### src/rtl/spi_transfer_controller.sv
// SPI master transfer sequencer: baud-divided sclk, ss/mosi drive, miso capture
// and the transfer-in-progress flag, sitting between the APB register block and the pins.
module spi_transfer_controller #(
  parameter int unsigned WIDTH = 8
) (
  input  logic             PCLK,
  input  logic             PRESETn,
  input  logic             mstr,
  input  logic             cpol,
  input  logic             cpha,
  input  logic             lsbfe,
  input  logic [2:0]       sppr,
  input  logic [2:0]       spr,
  input  logic [1:0]       spi_mode,
  input  logic             send_data,
  input  logic [WIDTH-1:0] mosi_data,
  input  logic             miso,
  output logic             sclk,
  output logic             mosi,
  output logic             ss,
  output logic             tip,
  output logic             receive_data,
  output logic [WIDTH-1:0] miso_data
);

  localparam int unsigned CNT_W  = 11;
  localparam int unsigned EDGE_W = $clog2(2 * WIDTH + 1);

  typedef enum logic [1:0] {
    ST_IDLE,
    ST_LOAD,
    ST_XFER,
    ST_DONE
  } state_t;

  state_t             state_q, state_d;
  logic [CNT_W-1:0]   cnt_q, cnt_d;
  logic [CNT_W-1:0]   hm1_q, hm1_d;
  logic [EDGE_W-1:0]  edge_q, edge_d;
  logic [WIDTH-1:0]   tx_q, tx_d;
  logic [WIDTH-1:0]   rx_q, rx_d;
  logic [WIDTH-1:0]   miso_data_q, miso_data_d;
  logic               cpol_q, cpol_d;
  logic               cpha_q, cpha_d;
  logic               lsbfe_q, lsbfe_d;
  logic               sclk_q, sclk_d;
  logic               mosi_q, mosi_d;
  logic               ss_q, ss_d;
  logic               tip_q, tip_d;
  logic               rd_q, rd_d;

  logic [CNT_W-1:0]   half_c;
  logic [CNT_W-1:0]   hm1_c;
  logic               start_c;
  logic               stop_c;
  logic               leading_c;
  logic               sample_c;
  logic               advance_c;

  // Half-period H = D/2 = (sppr+1) << spr; the counter compares against H-1.
  assign half_c  = (CNT_W'(sppr) + CNT_W'(1)) << spr;
  assign hm1_c   = half_c - CNT_W'(1);
  assign start_c = send_data && mstr && (spi_mode == 2'b00);
  assign stop_c  = (spi_mode == 2'b10);

  always_ff @(posedge PCLK) begin
    if (!PRESETn) begin
      state_q     <= ST_IDLE;
      cnt_q       <= '0;
      hm1_q       <= '0;
      edge_q      <= '0;
      tx_q        <= '0;
      rx_q        <= '0;
      miso_data_q <= '0;
      cpol_q      <= 1'b0;
      cpha_q      <= 1'b0;
      lsbfe_q     <= 1'b0;
      sclk_q      <= 1'b0;
      mosi_q      <= 1'b0;
      ss_q        <= 1'b1;
      tip_q       <= 1'b0;
      rd_q        <= 1'b0;
    end else begin
      state_q     <= state_d;
      cnt_q       <= cnt_d;
      hm1_q       <= hm1_d;
      edge_q      <= edge_d;
      tx_q        <= tx_d;
      rx_q        <= rx_d;
      miso_data_q <= miso_data_d;
      cpol_q      <= cpol_d;
      cpha_q      <= cpha_d;
      lsbfe_q     <= lsbfe_d;
      sclk_q      <= sclk_d;
      mosi_q      <= mosi_d;
      ss_q        <= ss_d;
      tip_q       <= tip_d;
      rd_q        <= rd_d;
    end
  end

  // Next-state and registered-output logic; abort (mstr=0) takes priority over stop.
  always_comb begin
    state_d     = state_q;
    cnt_d       = cnt_q;
    hm1_d       = hm1_q;
    edge_d      = edge_q;
    tx_d        = tx_q;
    rx_d        = rx_q;
    miso_data_d = miso_data_q;
    cpol_d      = cpol_q;
    cpha_d      = cpha_q;
    lsbfe_d     = lsbfe_q;
    sclk_d      = sclk_q;
    mosi_d      = mosi_q;
    ss_d        = ss_q;
    tip_d       = tip_q;
    rd_d        = 1'b0;
    leading_c   = 1'b0;
    sample_c    = 1'b0;
    advance_c   = 1'b0;

    unique case (state_q)
      ST_IDLE: begin
        cnt_d  = '0;
        edge_d = '0;
        sclk_d = cpol;
        ss_d   = 1'b1;
        tip_d  = 1'b0;
        if (start_c) begin
          state_d = ST_LOAD;
          tx_d    = mosi_data;
          rx_d    = '0;
          cpol_d  = cpol;
          cpha_d  = cpha;
          lsbfe_d = lsbfe;
          hm1_d   = hm1_c;
          ss_d    = 1'b0;
          tip_d   = 1'b1;
          mosi_d  = lsbfe ? mosi_data[0] : mosi_data[WIDTH-1];
        end
      end

      ST_LOAD: begin
        if (!mstr) begin
          state_d = ST_IDLE;
          ss_d    = 1'b1;
          tip_d   = 1'b0;
          sclk_d  = cpol;
        end else if (!stop_c) begin
          state_d = ST_XFER;
        end
      end

      ST_XFER: begin
        if (!mstr) begin
          state_d = ST_IDLE;
          ss_d    = 1'b1;
          tip_d   = 1'b0;
          sclk_d  = cpol;
        end else if (!stop_c) begin
          if (cnt_q == hm1_q) begin
            cnt_d     = '0;
            sclk_d    = ~sclk_q;
            edge_d    = edge_q + EDGE_W'(1);
            leading_c = edge_d[0];
            sample_c  = cpha_q ? !leading_c : leading_c;
            advance_c = cpha_q ? (leading_c && (edge_d != EDGE_W'(1))) : !leading_c;
            if (sample_c) begin
              rx_d = lsbfe_q ? {miso, rx_q[WIDTH-1:1]} : {rx_q[WIDTH-2:0], miso};
            end
            if (advance_c) begin
              tx_d   = lsbfe_q ? (tx_q >> 1) : (tx_q << 1);
              mosi_d = lsbfe_q ? tx_d[0] : tx_d[WIDTH-1];
            end
            if (edge_d == EDGE_W'(2 * WIDTH)) begin
              state_d     = ST_DONE;
              ss_d        = 1'b1;
              tip_d       = 1'b0;
              rd_d        = 1'b1;
              miso_data_d = rx_d;
            end
          end else begin
            cnt_d = cnt_q + CNT_W'(1);
          end
        end
      end

      ST_DONE: begin
        state_d = ST_IDLE;
        sclk_d  = cpol;
      end

      default: state_d = ST_IDLE;
    endcase
  end

  assign sclk         = sclk_q;
  assign mosi         = mosi_q;
  assign ss           = ss_q;
  assign tip          = tip_q;
  assign receive_data = rd_q;
  assign miso_data    = miso_data_q;

endmodule

### config.mk
export PLATFORM = sky130hd
export DESIGN_NAME = spi_transfer_controller
export DESIGN_NICKNAME = d
export VERILOG_FILES = /design/src/rtl/spi_transfer_controller.sv
export SDC_FILE = /design/constraint.sdc
export NUM_CORES = 1
export LEC_CHECK = 0
export BUFFER_PORTS_ARGS = -buffer_cell sky130_fd_sc_hd__clkbuf_2
export CAP_MARGIN = 20
export CORE_MARGIN = 2
export CORE_UTILIZATION = 60
export DETAILED_ROUTE_END_ITERATION = 8
export PLACE_DENSITY = 0.81
export SYNTH_ARGS = -nofsm -noshare
export SYNTH_HDL_FRONTEND = slang
export SYNTH_SLANG_ARGS = --single-unit
### constraint.sdc
create_clock -name PCLK -period 2.56 [get_ports PCLK]
set_clock_uncertainty 0.15 [all_clocks]
set_input_delay 0 -clock PCLK [delete_from_list [all_inputs] [get_ports PCLK]]
set_output_delay 0 -clock PCLK [all_outputs]
set_load 0.02 [all_outputs]
==> results.txt <==
* Outcome: completed
- Entering global routing, the biggest net connects 38 pins.
- The final count of hold timing violations came to 0.
- The total overflow left after global routing is 0.
- Startpoint class of the critical path: register
- In this run the clock root is driven by a clkbuf_8.
* Number of global-route vias before repair: around 3300
- In this run the tightest slew margin relative to its limit is 52.7%.
* I/O pins: 37
* Commonest cells after routing, fill and taps aside: dfxtp_1 (60), nand2_1 (58), nor2_1 (46), mux2i_1 (45), clkbuf_2 (36)
- At the worst endpoint, the required time is roughly 2.7 ns.
- Number of failing setup endpoints in the final timing report: 0
* Tcrit/Tclk final: around 87%
* Max-slew violation count: 0
* Upper clock frequency limit: 0.449 GHz
- The critical path is of the register to register type.
* H-tree depth: 3
* Min-delay worst type: input port to register
* Transition time at the pin with the least slew margin: 0.709 ns
* Wire length after detailed routing: between 8000 and 9000 um
- Data arrival time at the worst-slack endpoint: 2.35 ns
* Row cnt: 28
- Clock Latency Late Sink: approximately 0.35 ns
- After layout, the design draws a total of roughly 2.5 mW.
- Die area: 6920 um2
- The first global-routing pass estimated roughly 14000 um of wire.
- Starting DRC count in detailed routing: around 220
- Die outline width: between 80 and 90 um
- Antenna Violating Nets Remaining: 0
- Synthesized area per cell: 8.16 um2
- Async set-reset flop share out of synthesis: 0%
- Total Neg Setup Slack: 0 ns
- Time the worst path needs with I/O delays and setup: 2.23 ns
- CTS Buffer Depth: 2
- RSZ-0062 raised after global routing: no
* Routing layer with the top usage in global route: met2
- Ant. Diodes: 0
- Crit Path Max Fanout: 11
- Routing usage on met2: between 40% and 50%
* Design area: roughly 4300 um2
- STA classifies the critical path endpoint as a register.
- Number of buffers created by CTS: 9
* Synthesis-stage register bit count: 60
- Number of enable-type register cells in the synthesized netlist: 0
- DIE HEIGHT: between 80 and 90 um
* Cell area power density: 566 nW/um2
- Sequential elements use between 30% and 40% of the synthesized area.
- For this configuration, the core starts out at a cell density of between 60% and 70%.
- The initial antenna violation count was 0.
- Vias: between 3000 and 4000
- After detailed routing, the number of remaining DRC violations is 0.
- Commonest non-fill, non-tap cell in the layout: dfxtp_1
- Post-CTS timing repair inserted 0 buffers for setup.
- The cell area that synthesis handed to floorplanning was 3760 um2.
- Dividing the detail-routed wire length by the instance count gives roughly 15 um.
- TritonCTS clock tree: yes
* Count of input and output buffers: 36
* DPL Wire Length: around 5900 um
* Area of the core region: approximately 6000 um2
- Met3 track utilization from global routing: approximately 5.5%
- Global routing used roughly a quarter of the available tracks.
- Global routing consumed, on the met1 layer, about 29% of the routing resources.
- Peak supply drop: about 0.00036 V
- Synth Warn #: 0
- Total iterations of the first detailed-routing run: 5
- The number of nets in the synthesized netlist is a little under 500.
- At the end of routability-driven placement, the weighted congestion stood at 0.938.
- The layout has 480 filler cells.
- For this design the static power due to leakage is roughly 1.7 nW.
- For this run, the post-layout net count is approximately 540.
- DP Area: between 3000 and 4000 um2
- Via density: about 6.0
* Post-synthesis instance total: approximately 460
* Yosys cell types: 65
* Clk slew on worst S/H paths: ~0.08 ns
* CTS sink count: 60
* Area grow syn2layout: 15.2%
* Most used flip-flop cell after synthesis: dfxtp_1
- Max-capacitance violation count: 0
- Fraction of final layout cells sized beyond drive strength 1: 15.4%
[timing repair]
action | CTS | global route
hold buffers | 14 | 0
hold endpoints to repair | 15 | 0
gates resized for setup | 0 | 0
setup endpoints to repair | 0 | 0
[layout make-up]
type,count,area [um2],area share (%)
inverter,13,48.8,1.13
clock buffer,9,124,2.86
sequential,60,1200,27.7
multi-input combinational,357,2350,54.4
tap,75,93.8,2.17
timing repair buffer,62,410,9.47
clock inverter,7,98.8,2.28
[through the flow]
step	std cells	hold WS, ns	utilization (%)	setup WS (ns)
floorplan	461	-0.0140	-	0.570
global placement	553	0.0884	66.2	0.288
detailed placement	553	0.0941	66.2	0.189
CTS	583	0.0206	72.3	0.349
global route	583	0.0682	72.3	0.181
finish	583	0.0346	72.3	0.332
[layer usage]
metal,up-vias,wire [um]
met3,21,360
met5,-,0
met1,1629,3620
met4,0,223
li1,1731,-
met2,95,4300
[path summary, 6_finish.rpt]
check                           cells after the start  startpoint  slack, ns       end
worst max-delay path                                8   edge_q[0]       0.33   tx_q[6]
worst min register to register                      2         tip       0.32       tip
worst min-delay path                                3      spr[2]       0.03  hm1_q[8]
worst max register to register                      8   edge_q[0]       0.33   tx_q[6]
[critical path, stage by stage (launching register included)]
cell	delay [ns]
dfxtp_1	0.53
ha_1	0.27
nand3_1	0.10
xor2_1	0.17
a311oi_1	0.26
a21oi_1	0.07
a21oi_1	0.15
buf_4	0.22
mux2i_1	0.23
[cells by family (layout without fill, tap and decap cells)]
family	after synthesis	after routing	synth area share, %
AND/OR/NAND/NOR	179	179	23.1
AO/OA/AOI/OAI	96	96	17.8
flip-flops	60	60	31.9
multiplexers	47	47	12.6
buffers and inverters	44	91	5.46
XOR/XNOR	27	27	6.49
adder cells (fa/ha/maj)	8	8	2.66
[synthesized netlist by cell type (3+ instances only)]
| cell type | n | area, um2 |
|---|---|---|
| nand2b_1 | 6 | 37.5 |
| o21ai_1 | 3 | 15.0 |
| nand4_1 | 10 | 62.6 |
| a211oi_1 | 4 | 30.0 |
| clkbuf_1 | 13 | 48.8 |
| xnor2_1 | 17 | 149 |
| xor2_1 | 9 | 78.8 |
| buf_1 | 4 | 15.0 |
| a21oi_1 | 19 | 95.1 |
| nor2b_1 | 5 | 31.3 |
| nand2_1 | 58 | 218 |
| nor3_1 | 4 | 20.0 |
| inv_1 | 13 | 48.8 |
| nand3b_1 | 4 | 30.0 |
| buf_2 | 8 | 40.0 |
| mux2i_1 | 45 | 450 |
| a31oi_1 | 8 | 50.1 |
| dfxtp_1 | 60 | 1200 |
| and3_1 | 4 | 25.0 |
| o21ai_0 | 20 | 100 |
| and2_1 | 12 | 75.1 |
| nand3_1 | 18 | 90.1 |
| o211ai_1 | 10 | 75.1 |
| buf_4 | 4 | 30.0 |
| nor2_1 | 46 | 173 |
| ha_1 | 8 | 100 |
[sequential cells by signal, summed over array words and instances (netlist names), 2 cells and up]
signal	count
cnt_q	11
state_q	2
miso_data	8
edge_q	5
hm1_q	11
rx_q	8
tx_q	8
[power breakdown]
group          internal [mW]  switching (mW)
Sequential             0.970          0.0313
Clock                  0.552           0.399
Combinational          0.214           0.286
Power figures use the tool's default switching activity.
